==> src/rtl/alu_uart_loader_if.sv <==
// Bundle between the UART/ALU side and the loader sequencer.
// master: loader (drives ALU inputs and TX request); slave: UART/ALU side.
interface alu_uart_loader_if #(
   parameter int NB_DATA = 8,
   parameter int NB_ALU  = 6,
   parameter int NB_OP   = 6
);
   logic               i_rx_done;
   logic [NB_DATA-1:0] i_rx_data;
   logic [NB_ALU-1:0]  i_alu_res;
   logic               i_tx_busy;
   logic [NB_ALU-1:0]  o_alu_a;
   logic [NB_ALU-1:0]  o_alu_b;
   logic [NB_OP-1:0]   o_alu_op;
   logic               o_tx_start;
   logic [NB_DATA-1:0] o_tx_data;
   logic               o_op_err;
   logic               o_overrun;

   modport master (
      input  i_rx_done, i_rx_data, i_alu_res, i_tx_busy,
      output o_alu_a, o_alu_b, o_alu_op,
      output o_tx_start, o_tx_data, o_op_err, o_overrun
   );

   modport slave (
      output i_rx_done, i_rx_data, i_alu_res, i_tx_busy,
      input  o_alu_a, o_alu_b, o_alu_op,
      input  o_tx_start, o_tx_data, o_op_err, o_overrun
   );
endinterface

==> src/rtl/alu_uart_loader.sv <==
// Sequencer: UART bytes A, B, opcode -> registered ALU inputs -> TX byte.
// Ports: i_clk, i_rst_n (async low), bus (alu_uart_loader_if.master).
module alu_uart_loader #(
   parameter int NB_DATA = 8,
   parameter int NB_ALU  = 6,
   parameter int NB_OP   = 6
) (
   input logic              i_clk,
   input logic              i_rst_n,
   alu_uart_loader_if.master bus
);
   localparam logic [NB_OP-1:0] OP_ADD = NB_OP'(8'h20);
   localparam logic [NB_OP-1:0] OP_SUB = NB_OP'(8'h22);
   localparam logic [NB_OP-1:0] OP_AND = NB_OP'(8'h24);
   localparam logic [NB_OP-1:0] OP_OR  = NB_OP'(8'h25);
   localparam logic [NB_OP-1:0] OP_XOR = NB_OP'(8'h26);
   localparam logic [NB_OP-1:0] OP_NOR = NB_OP'(8'h27);
   localparam logic [NB_OP-1:0] OP_SRA = NB_OP'(8'h03);
   localparam logic [NB_OP-1:0] OP_SRL = NB_OP'(8'h02);

   typedef enum logic [2:0] {
      S_A, S_B, S_OP, S_EXEC, S_SEND
   } state_t;

   state_t             state, state_d;
   logic [NB_OP-1:0]   rx_op;
   logic               op_ok;
   logic               busy_state;
   logic [NB_ALU-1:0]  a_d, b_d;
   logic [NB_OP-1:0]   op_d;
   logic [NB_DATA-1:0] txd_d;
   logic               start_d, err_d, ovr_d;
   logic               unused_ok;

   // Upper rx bits are ignored by design.
   assign unused_ok = &{1'b0, bus.i_rx_data};

   assign rx_op = bus.i_rx_data[NB_OP-1:0];
   assign busy_state = (state == S_EXEC) || (state == S_SEND);

   always_comb begin
      op_ok = 1'b0;
      case (rx_op)
         OP_ADD, OP_SUB, OP_AND, OP_OR,
         OP_XOR, OP_NOR, OP_SRA, OP_SRL: op_ok = 1'b1;
         default:                        op_ok = 1'b0;
      endcase
   end

   always_ff @(posedge i_clk or negedge i_rst_n) begin
      if (!i_rst_n) state <= S_A;
      else          state <= state_d;
   end

   always_comb begin
      state_d = state;
      unique case (state)
         S_A:    if (bus.i_rx_done) state_d = S_B;
         S_B:    if (bus.i_rx_done) state_d = S_OP;
         S_OP:   if (bus.i_rx_done && op_ok) state_d = S_EXEC;
         S_EXEC: state_d = S_SEND;
         S_SEND: if (!bus.i_tx_busy) state_d = S_A;
         default: state_d = S_A;
      endcase
   end

   always_comb begin
      a_d     = bus.o_alu_a;
      b_d     = bus.o_alu_b;
      op_d    = bus.o_alu_op;
      txd_d   = bus.o_tx_data;
      start_d = 1'b0;
      err_d   = 1'b0;
      ovr_d   = bus.o_overrun | (bus.i_rx_done & busy_state);
      unique case (state)
         S_A: if (bus.i_rx_done)
            a_d = bus.i_rx_data[NB_ALU-1:0];
         S_B: if (bus.i_rx_done)
            b_d = bus.i_rx_data[NB_ALU-1:0];
         S_OP: if (bus.i_rx_done) begin
            if (op_ok) op_d  = rx_op;
            else       err_d = 1'b1;
         end
         // ALU has had one full cycle on stable inputs here.
         S_EXEC: txd_d = NB_DATA'($signed(bus.i_alu_res));
         S_SEND: start_d = !bus.i_tx_busy;
         default: ;
      endcase
   end

   always_ff @(posedge i_clk or negedge i_rst_n) begin
      if (!i_rst_n) begin
         bus.o_alu_a    <= '0;
         bus.o_alu_b    <= '0;
         bus.o_alu_op   <= '0;
         bus.o_tx_data  <= '0;
         bus.o_tx_start <= 1'b0;
         bus.o_op_err   <= 1'b0;
         bus.o_overrun  <= 1'b0;
      end else begin
         bus.o_alu_a    <= a_d;
         bus.o_alu_b    <= b_d;
         bus.o_alu_op   <= op_d;
         bus.o_tx_data  <= txd_d;
         bus.o_tx_start <= start_d;
         bus.o_op_err   <= err_d;
         bus.o_overrun  <= ovr_d;
      end
   end
endmodule

==> src/flat_wrapper.sv <==
// flat-port wrapper written by rule: the top's interface ports become plain ports
module alu_uart_loader_flat 
#(
   parameter int NB_DATA = 8,
   parameter int NB_ALU  = 6,
   parameter int NB_OP   = 6
)
  (i_clk, i_rst_n, bus_i_rx_done, bus_i_rx_data, bus_i_alu_res, bus_i_tx_busy, bus_o_alu_a, bus_o_alu_b, bus_o_alu_op, bus_o_tx_start, bus_o_tx_data, bus_o_op_err, bus_o_overrun);
  alu_uart_loader_if #(.NB_DATA(NB_DATA), .NB_ALU(NB_ALU), .NB_OP(NB_OP)) bus_i ();
  input logic i_clk;
  input logic i_rst_n;
  input wire logic [$bits(bus_i.i_rx_done)-1:0] bus_i_rx_done;
  input wire logic [$bits(bus_i.i_rx_data)-1:0] bus_i_rx_data;
  input wire logic [$bits(bus_i.i_alu_res)-1:0] bus_i_alu_res;
  input wire logic [$bits(bus_i.i_tx_busy)-1:0] bus_i_tx_busy;
  output wire logic [$bits(bus_i.o_alu_a)-1:0] bus_o_alu_a;
  output wire logic [$bits(bus_i.o_alu_b)-1:0] bus_o_alu_b;
  output wire logic [$bits(bus_i.o_alu_op)-1:0] bus_o_alu_op;
  output wire logic [$bits(bus_i.o_tx_start)-1:0] bus_o_tx_start;
  output wire logic [$bits(bus_i.o_tx_data)-1:0] bus_o_tx_data;
  output wire logic [$bits(bus_i.o_op_err)-1:0] bus_o_op_err;
  output wire logic [$bits(bus_i.o_overrun)-1:0] bus_o_overrun;
  assign bus_i.i_rx_done = bus_i_rx_done;
  assign bus_i.i_rx_data = bus_i_rx_data;
  assign bus_i.i_alu_res = bus_i_alu_res;
  assign bus_i.i_tx_busy = bus_i_tx_busy;
  assign bus_o_alu_a = bus_i.o_alu_a;
  assign bus_o_alu_b = bus_i.o_alu_b;
  assign bus_o_alu_op = bus_i.o_alu_op;
  assign bus_o_tx_start = bus_i.o_tx_start;
  assign bus_o_tx_data = bus_i.o_tx_data;
  assign bus_o_op_err = bus_i.o_op_err;
  assign bus_o_overrun = bus_i.o_overrun;
  alu_uart_loader #(.NB_DATA(NB_DATA), .NB_ALU(NB_ALU), .NB_OP(NB_OP)) u_core (.i_clk(i_clk), .i_rst_n(i_rst_n), .bus(bus_i));
endmodule
==> config.mk <==
export PLATFORM = sky130hd
export DESIGN_NAME = alu_uart_loader_flat
export DESIGN_NICKNAME = d
export VERILOG_FILES = /design/src/rtl/alu_uart_loader_if.sv /design/src/rtl/alu_uart_loader.sv /design/src/flat_wrapper.sv
export SDC_FILE = /design/constraint.sdc
export NUM_CORES = 1
export LEC_CHECK = 0
export BUFFER_PORTS_ARGS = -buffer_cell sky130_fd_sc_hd__buf_2
export CORE_MARGIN = 4
export CORE_UTILIZATION = 47
export DETAILED_ROUTE_END_ITERATION = 6
export MAX_ROUTING_LAYER = met4
export PLACE_DENSITY = 0.89
export SETUP_SLACK_MARGIN = 0.15
export SKIP_CTS_REPAIR_TIMING = 1
export SLEW_MARGIN = 0
export SYNTH_ARGS = -nofsm -noshare
export SYNTH_HDL_FRONTEND = slang
export SYNTH_SLANG_ARGS = --single-unit
==> constraint.sdc <==
create_clock -name i_clk -period 2.4 [get_ports i_clk]
set_input_delay 0.24 -clock i_clk [delete_from_list [all_inputs] [get_ports i_clk]]
set_output_delay 0.24 -clock i_clk [all_outputs]
set_load 0.01 [all_outputs]
* Word level (Yosys, flattened, before mapping)
Cells that the tools add are included.
** Storage, ports and cells
- Word-level logic and storage cells :: 45
- Bits in registers :: 30
- Output and inout port bits :: 29
** Operators by class
- Muxes and demuxes :: 10
- Bitwise logic cells :: 2
- Reduce and logical (&&, ||, !) cells :: 9
- Eq/ne operators :: 16
** Operators with widths (count)
- == test 6 bit (second input constant) :: 6
- one-hot mux 3 bit (5 select lines) :: 1
- == test 6 x 2 -> 1 bit (second input constant) :: 2
- two-way mux 3 bit :: 4
- OR reduction 8 bit :: 1
- == test 3 x 2 -> 1 bit (second input constant) :: 2
- inequality test 2 bit (second input constant) :: 3
- two-way mux 1 bit :: 5
- AND reduction 2 bit :: 2
- AND reduction 4 bit :: 1
- == test 3 x 1 -> 1 bit (second input constant) :: 1
- == test 3 bit (second input constant) :: 1
- logical NOT 3 bit :: 1
- AND reduction 3 bit :: 1
- inequality test 2 x 1 -> 1 bit (second input constant) :: 1
- AND 1 bit :: 1
- logical AND 1 bit :: 1
- logical NOT 1 bit :: 1
- logical OR 1 bit :: 1
- bitwise OR 1 bit :: 1

* Logic depth before layout (Yosys ltp)
Gate-level depths: netlist of the first run.
- Depth in word-level cells :: 6
- Gate-level depth with buffers :: 5
- Mapped depth without buffers :: 4

* Worst setup path after synthesis of the first run
No wires, ideal clock.
- Path kind :: register -> register
- Start :: register u_core.state[0]
- End :: register u_core.bus.o_alu_op[0]
- Arrival time :: 1.698 ns
- Slack :: 0.577 ns
- Buffers on the path :: 1
- Period minus slack after synthesis :: 1.823 ns
- Data required time :: 2.275 ns
- Setup time :: 0.125 ns
- Cell stages (with the launch flop) :: 6
- Path through :: dfrtp_1 -> buf_6 -> nand2b_4 -> or3b_4 -> nor4_4 -> mux2_2
** Between the ends
- Word-level cells in the longest chain between the ends :: 2
** Ends and longest elaborated chain
- start, declared :: RTL line alu_uart_loader.sv:25 : state_t state, state_d;
- start signal, assigned :: RTL line alu_uart_loader.sv:52 : else state <= state_d;
- == test 3 x 2 -> 1 bit :: RTL line alu_uart_loader.sv:75 : unique case (state)
- AND reduction 3 bit (no source line)
- end signal, assigned :: RTL line alu_uart_loader.sv:103 : bus.o_alu_op <= op_d;
- end, declared :: RTL line alu_uart_loader_if.sv:22 : output o_alu_a, o_alu_b, o_alu_op,
No other way between the ends.
A chain may end at the register's enable or synchronous reset.

* Final worst setup path of the first run
- Start :: register u_core.state[0]
- End :: register u_core.bus.o_alu_op[2]
The elaborated chain is that of the path after synthesis.

==> results.toml, run 1 <==
[outcome]
outcome = "complete, no violations"

[hold_path]
hold_path_startpoint = "bus_i_tx_busy"
holdPathStages = 2
whs_endpoint = "u_core.bus.o_tx_start"
hold_path.class = "in2reg"

[worst_setup_path]
r2r_start = "u_core.state[0]"
critPathCaptureType = "flop"
crit_required_ns = 2.60
r2r_slack_ns = 0.45
r2r-end = "u_core.bus.o_alu_op[2]"
startpoint_type = "flop"
worst-endpoint-arrival_ns = 2.15
cp_max_fo = 8
reg2reg_depth = 4
crit_type = "reg2reg"

[timing]
worst_hold_slack_ns = 0.0844
hold_viol = 0
slew_headroom = 0.507
rsz0062_at_grt = "false"
timing.final.crit_share = 0.812
period_minus_slack_ns = 1.95
skew_ns = 0.00342
setup_viol = 0
tns_ns = 0
worst_pin_slew_ns = 0.737
fmax_mhz = 513
slew_viol_final = 0

[clocking]
cts_tree = "built"
cts.clk_slew.worst_paths_ns = 0.08
cts_max_level = 2
cts_root_buffer = "clkbuf_4"
clk_latency_ns = 0.31
cts.sinks = 30
cts_buffer_depth = 2
numCtsBuffers = 5

[route]
drt_iter0_markers = 15
routedWlPerCell_um = 15.2
drc = 0
vias = 820
detail_route.vias_per_cell = 5.09
firstDrtPassIters = 4
antenna_left = 0
drt-total-wl_mm = 2.44

[pwr]
intPower_uw = 1240
power.switching_uw = 635
power_density_nw_per_um2 = 1240
static-leakage-power_uw = 0.000753
p_sw_frac = 0.339
seqPwrFrac = 0.464
pwr-share-comb = 0.397
clockPowerShare = 0.139
peakVddDrop_mv = 0.679

[placed_design]
gp_congestion = 0.724
port_buffers = 44
dp_hpwl_mm = 1.87

[yosys]
synth_ff_type = "dfrtp_1"
yosysSeqAreaShare = 0.609
synthArstFlopShare = 1.00
syn_avg_cell_area_um2 = 14.7
ys.warnings.count = 0
synth_edf_count = 0
netlist_instances = 84
yosys.area_share.simple = 0.128
yosysMostFrequentCell = "dfrtp_1"
synth.largest_area_cell = "dfrtp_1"
synth-adder-area-share = 0
syn_nets = 102
yosys-top-cells-area = "dfrtp_1 61%, mux2_2 20%, nor4_4 1.7%"
yosys-top-cells-count = "30 x dfrtp_1, 22 x mux2_2, 5 x nor2_1, 3 x nand2_1"
synth_area_um2 = 1230
ys_types = 24
synthXorXnorAreaFrac = 0.00711
yosysTopAreaCellShare = 0.609
ys_seq_elements = 30
synth-compound-area-share = 0.0234
synth_top_family_by_area = "multiplexers"
synth.area.mux_share = 0.201

[grt]
grt_pass1_wl_mm = 4.11
grt_pass1_vias = 889
grt_start_max_net_pins = 31
overflow = 0
track_usage = 0.169
antenna_found_initial = 0

[floorplanning]
initial_core_util = 0.493
io_pins = 47
die_h_um = 59.2
rows = 18
core-area_um2 = 2500
dieArea_um2 = 3510
dieWidth_um = 59.2

[finish]
nets = 149
fillers = 203
syn_to_final_growth_pct = 22.8
layout-drive-gt1-share = 0.588
n_antenna_cell = 0

[run]
max_cap_violations = 0
power groups by stage:
stage	combinational [µW]	clock [µW]	sequential, µW
after global routing	809	300	905
after detailed placement	757	0	878
final	744	261	870
after global placement	728	0	864
after CTS	756	277	870
after floorplan	421	0	934
stage by stage:
| step | power, µW | setup WS [ns] | instances | utilization | instance area, µm² |
|---|---|---|---|---|---|
| final | 1870 | 0.450 | 161 | 0.606 | 1510 |
| after global routing | 2010 | 0.373 | 161 | 0.606 | 1510 |
| after CTS | 1900 | 0.440 | 160 | 0.602 | 1500 |
| after detailed placement | 1640 | 0.461 | 153 | 0.584 | 1460 |
| after global placement | 1590 | 0.502 | 153 | 0.584 | 1460 |
| after floorplan | 1360 | 0.577 | 84 | - | 1230 |
flip-flops by register name, indices dropped and copies added (netlist names):
| signal | cells |
|---|---|
| u_core.bus.o_alu_a | 6 |
| u_core.bus.o_alu_b | 6 |
| u_core.bus.o_alu_op | 6 |
| u_core.bus.o_op_err | 1 |
| u_core.bus.o_overrun | 1 |
| u_core.bus.o_tx_data | 6 |
| u_core.bus.o_tx_start | 1 |
| u_core.state | 3 |
layout by cell type (no fill, tap or decap), types with 2 or more instances in the layout:
cell / netlist / final
nor2_1: 5 / 5
nand3b_1: 2 / 2
clkbuf_4: 0 / 5
clkbuf_1: 2 / 2
buf_2: 0 / 44
dfrtp_1: 30 / 30
nand2_1: 3 / 3
and2b_1: 2 / 2
mux2_2: 22 / 22
final cells by class:
cell class	count	area, µm²	share of cell area
Sequential cell	30	751	0.496
Clock buffer	7	45.0	0.0298
Timing Repair Buffer	46	238	0.157
Multi-Input combinational cell	48	443	0.293
Tap cell	30	37.5	0.0248
worst max path at each step:
| stage | start | endpoint | cells past startpoint |
|---|---|---|---|
| floorplan | u_core.state[0] | u_core.bus.o_alu_op[0] | 5 |
| global placement | u_core.state[0] | u_core.bus.o_alu_op[5] | 4 |
| detailed placement | u_core.state[0] | u_core.bus.o_alu_op[2] | 4 |
| CTS | u_core.state[0] | u_core.bus.o_alu_op[2] | 4 |
| global route | u_core.state[0] | u_core.bus.o_alu_op[2] | 4 |
| finish | u_core.state[0] | u_core.bus.o_alu_op[2] | 4 |
layer usage:
| layer | track usage | share of wire | wire [µm] |
|---|---|---|---|
| met5 | - | 0 | 0 |
| met4 | 0.0777 | 0.021 | 52 |
| met3 | 0.0697 | 0.034 | 84 |
| met2 | 0.279 | 0.57 | 1390 |
| met1 | 0.172 | 0.38 | 919 |
cells by family after synthesis:
| group | count (synthesis) |
|---|---|
| compound gates | 4 |
| xor+xnor | 1 |
| buf+inv | 6 |
| flops | 30 |
| mux | 22 |
| simple gates | 21 |
worst max-delay path: stages, from the launching register on:
cell      delay [ns]
dfrtp_1         0.47
nand2b_4        0.18
or3b_4          0.41
nor4_4          0.40
mux2_2          0.38
No activity file was read; power rests on OpenSTA's default activity.
==> run 2, diff against run 1 <==
Clock period 2.4 ns to 1.87 ns, I/O delays scaled along.
==> run 2 against run 1 <==
- clock power grew 81%
- non-clock buffer count rose by 6
- die area stayed put
- sequential power increased by 24%
- global-route usage shrank 0.52 points
- core utilization rose by 3.9 points
- maximum frequency grew 9.5%
- count of clock-buffer cells in the layout is 1 higher
- sequential share of layout area is 3.0 points lower
==> results.toml, run 2 (same netlist as run 1, synthesis figures left out) <==
[outcome]
outcome = "complete, no violations"

[grt]
antenna_found_initial = 0
grt_pass1_wl_mm = 4.06
track_usage = 0.163
grt_start_max_net_pins = 31
grt_pass1_vias = 869
overflow = 0

[worst_setup_path]
crit_family = "simple AND/OR/NAND/NOR gates"
path_buf_inv = 1
worst-endpoint-arrival_ns = 1.99
crit_type = "reg2reg"
cpPeakStageDelay_ns = 0.39
critPathCaptureType = "flop"
crit_required_ns = 2.08
startpoint_type = "flop"
cp_max_fo = 5
slowest_stage = "dfrtp_1"
crit_chain = "nand2b_4 > or3b_4 > nor4_4 > buf_6 > mux2_4"

[placed_design]
dp_hpwl_mm = 1.86
dp.cells = 157
gp_congestion = 0.709
port_buffers = 44

[pwr]
power.switching_uw = 860
power_density_nw_per_um2 = 1630
peakVddDrop_mv = 0.961
pwr-share-comb = 0.411
p_sw_frac = 0.326
seqPwrFrac = 0.409
clockPowerShare = 0.180
intPower_uw = 1770
static-leakage-power_uw = 0.000812
power_uw = 2630

[timing]
timing.final.crit_share = 0.952
tns_ns = 0
slew_viol_final = 0
setup_viol = 0
worst_hold_slack_ns = 0.0307
fmax_mhz = 561
period_minus_slack_ns = 1.78
slew_headroom = 0.569
hold_viol = 0
worst_pin_slew_ns = 0.646
skew_ns = 0.00372
rsz0062_at_grt = "true"

[floorplanning]
initial_core_util = 0.493
dieWidth_um = 59.2
rows = 18
die_h_um = 59.2
core-area_um2 = 2500
dieArea_um2 = 3510
io_pins = 47

[finish]
regArea_um2 = 751
fin_cells = 168
syn_to_final_growth_pct = 30.8
multi_input_area_um2 = 458
layout-drive-gt1-share = 0.623
nets = 155
final_common_cell = "buf_2"
final_cell_mix = "44 x buf_2, 30 x dfrtp_1, 18 x mux2_2"
fin_util = 0.645
n_antenna_cell = 0
fillers = 189

[hold_path]
hold_path.class = "in2reg"

[route]
vias = 870
firstDrtPassIters = 4
antenna_left = 0
detail_route.vias_per_cell = 5.18
routedWlPerCell_um = 15.3
drt-total-wl_mm = 2.57
drt_iter0_markers = 11
drc = 0

[clocking]
cts_root_buffer = "clkbuf_4"
cts.clk_slew.worst_paths_ns = 0.09
cts_tree = "built"
cts_buffer_depth = 2
cts_max_level = 2
clk_latency_ns = 0.32
cts.sinks = 30
numCtsBuffers = 5

[run]
max_cap_violations = 0
run 2: layout make-up:
class                      instances  share of cell area
clock buffer                       8              0.0489
multi-input combinational         48               0.284
sequential                        30               0.466
tap                               30              0.0233
timing repair buffer              52               0.178
run 2: worst paths after layout:
check	slack (ns)	cells after the start	endpoint	startpoint
hold reg to reg	0.47	1	u_core.bus.o_overrun	u_core.bus.o_overrun
min in group asynchronous	0.42	2	u_core.bus.o_tx_start	i_rst_n
setup reg to reg	0.09	5	u_core.bus.o_alu_op[0]	u_core.state[0]
max in group asynchronous	1.03	2	u_core.bus.o_alu_op[4]	i_rst_n
hold / removal	0.03	2	u_core.bus.o_tx_start	bus_i_tx_busy
setup / recovery	0.09	5	u_core.bus.o_alu_op[0]	u_core.state[0]
run 2: power by group through the flow:
stage | clock (µW) | sequential [µW] | combinational, µW
after detailed placement | 0 | 1090 | 1070
after CTS | 483 | 1080 | 1070
after global placement | 0 | 1070 | 1020
after global routing | 517 | 1120 | 1180
after floorplan | 0 | 1200 | 541
final | 473 | 1080 | 1080
run 2: layer usage:
layer  vias up  global-route usage  wire, µm
met3         4              0.0545        81
met5         -                   -         0
met4         0              0.0841        46
met1       451               0.181      1050
li1        401                   -         -
met2        14               0.261      1390
run 2: metrics by stage:
stage | cell area, µm² | worst slack [ns]
after global routing | 1610 | 0.0372
after global placement | 1490 | 0.0938
after detailed placement | 1490 | 0.0365
final | 1610 | 0.0890
after floorplan | 1230 | 0.0474
after CTS | 1570 | 0.0269
==> run 3, diff against run 2 <==
Settings changed: ABC_AREA set to 1.
==> run 3 against run 2 <==
- critical path depth decreased by 1
- core utilization decreased by 2.7 points
- via count increased by 12%
- register-to-register slack improved by 0.53 ns
- flip-flop and latch count unchanged
- routed wire length decreased by 5.6%
- die area increased by 1.3%
- final area decreased by 4.1%
- clock power decreased by 19%
- highest routed layer unchanged
==> results.toml, run 3 <==
[finish]
fillers = 219
regArea_um2 = 751
final_cell_mix = "44 x buf_2, 30 x dfrtp_1, 29 x nand2_1"
syn_to_final_growth_pct = 23.5
multi_input_area_um2 = 410
n_antenna_cell = 0
nets = 189
layout-drive-gt1-share = 0.384
final_common_cell = "buf_2"

[route]
drt_iter0_markers = 22
antenna_left = 0
detail_route.vias_per_cell = 4.81
drc = 0
vias = 971
drt-total-wl_mm = 2.43
firstDrtPassIters = 4
routedWlPerCell_um = 12.0

[yosys]
netlist_instances = 123
ys_seq_elements = 30
ys.warnings.count = 0
yosysMostFrequentCell = "dfrtp_1"
ys_types = 20
yosys-top-cells-count = "30 x dfrtp_1, 29 x nand2_1, 13 x inv_1, 9 x o21ai_1"
yosysSeqAreaShare = 0.600
syn_nets = 141
synth_ff_type = "dfrtp_1"
syn_avg_cell_area_um2 = 10.2
synth.largest_area_cell = "dfrtp_1"
yosysTopAreaCellShare = 0.600
synthArstFlopShare = 1.00
synth_area_um2 = 1250
synth_edf_count = 0
yosys-top-cells-area = "dfrtp_1 60%, nand2_1 8.7%, mux2_4 7.2%"

[placed_design]
pre_cts_slack_ns = 0.629
port_buffers = 44
gp_congestion = 0.872
dp_hpwl_mm = 1.90

[worst_setup_path]
critPathCaptureType = "flop"
crit_path_end = "u_core.bus.o_alu_b[4]"
reg2reg_depth = 4
r2r_slack_ns = 0.61
crit_type = "reg2reg"
crit_required_ns = 2.06
critPathLaunch = "u_core.state[1]"
cp_max_fo = 12
startpoint_type = "flop"
r2r_start = "u_core.state[1]"
r2r-end = "u_core.bus.o_alu_b[4]"
worst-endpoint-arrival_ns = 1.44

[timing]
fmax_mhz = 796
hold_viol = 0
skew_ns = 0.00857
worst_pin_slew_ns = 0.632
worst_hold_slack_ns = 0.0305
setup_viol = 0
slew_headroom = 0.579
slew_viol_final = 0
rsz0062_at_grt = "false"
timing.final.crit_share = 0.672
period_minus_slack_ns = 1.26
fin_ws_ns = 0.614
tns_ns = 0

[outcome]
outcome = "complete, no violations"

[floorplanning]
core-area_um2 = 2500
die_h_um = 59.6
dieWidth_um = 59.6
initial_core_util = 0.501
io_pins = 47
rows = 18
dieArea_um2 = 3550

[grt]
overflow = 0
track_usage = 0.154
grt_pass1_wl_mm = 3.89
grt_start_max_net_pins = 31
antenna_found_initial = 0
grt_pass1_vias = 947

[clocking]
cts.clk_slew.worst_paths_ns = 0.09
cts_tree = "built"
cts_root_buffer = "clkbuf_4"
numCtsBuffers = 5
cts_buffer_depth = 2
clk_latency_ns = 0.31
cts.sinks = 30
cts_max_level = 2

[pwr]
peakVddDrop_mv = 1.00
static-leakage-power_uw = 0.000875
power_density_nw_per_um2 = 1700

[hold_path]
hold_path.class = "in2reg"

[run]
max_cap_violations = 0
run 3: how the worst min path moves through the flow:
stage	startpoint	endpoint	slack, ns	cells past startpoint
floorplan	i_rst_n	u_core.bus.o_alu_a[0]	-0.11	0
detailed placement	i_rst_n	u_core.bus.o_tx_start	0.24	1
finish	bus_i_tx_busy	u_core.bus.o_tx_start	0.03	2
CTS	i_rst_n	u_core.bus.o_overrun	-0.10	1
global route	bus_i_tx_busy	u_core.bus.o_tx_start	0.03	2
global placement	i_rst_n	u_core.bus.o_tx_start	0.23	1
run 3: worst max-delay path: stages (launching register included):
cell and delay, ns:
dfrtp_1 0.48, nor2_1 0.18, nand2_1 0.26, nand2_1 0.14, o21ai_1 0.08
run 3: cell type report:
type | instances | area share
Timing Repair Buffer | 45 | 0.149
Clock inverter | 1 | 0.00324
Multi-Input combinational cell | 74 | 0.266
Inverter | 15 | 0.0364
Tap cell | 30 | 0.0243
Clock buffer | 7 | 0.0356
Sequential cell | 30 | 0.486
run 3: cells by family (layout without fill, tap and decap cells):
| logic type | count (synthesis) | after routing | synth area share |
|---|---|---|---|
| and+or+nand+nor | 51 | 51 | 0.185 |
| buffers and inverters | 19 | 68 | 0.0720 |
| DFF | 30 | 30 | 0.600 |
| muxes | 6 | 6 | 0.0720 |
| AOI/OAI and AO/OA | 17 | 17 | 0.0710 |
run 3: routing by layer:
metal,track usage,share of wire,up-vias
met5,-,0,-
met1,0.176,0.41,450
li1,-,-,483
met2,0.248,0.49,32
met3,0.0392,0.069,6
met4,0.0791,0.024,0
run 3: stage by stage:
step / utilization / power (µW) / area, µm² / cells
after floorplan: - / 1880 / 1250 / 123
after global placement: 0.590 / 2200 / 1480 / 193
after detailed placement: 0.590 / 2260 / 1480 / 193
after CTS: 0.614 / 2650 / 1540 / 201
after global routing: 0.618 / 2820 / 1550 / 202
final: 0.618 / 2620 / 1550 / 202
run 3: power by group:
group / internal, µW / switching (µW) / leakage, µW
clock: 182 / 200 / 0.0000353
sequential: 948 / 189 / 0.000370
combinational: 499 / 603 / 0.000469
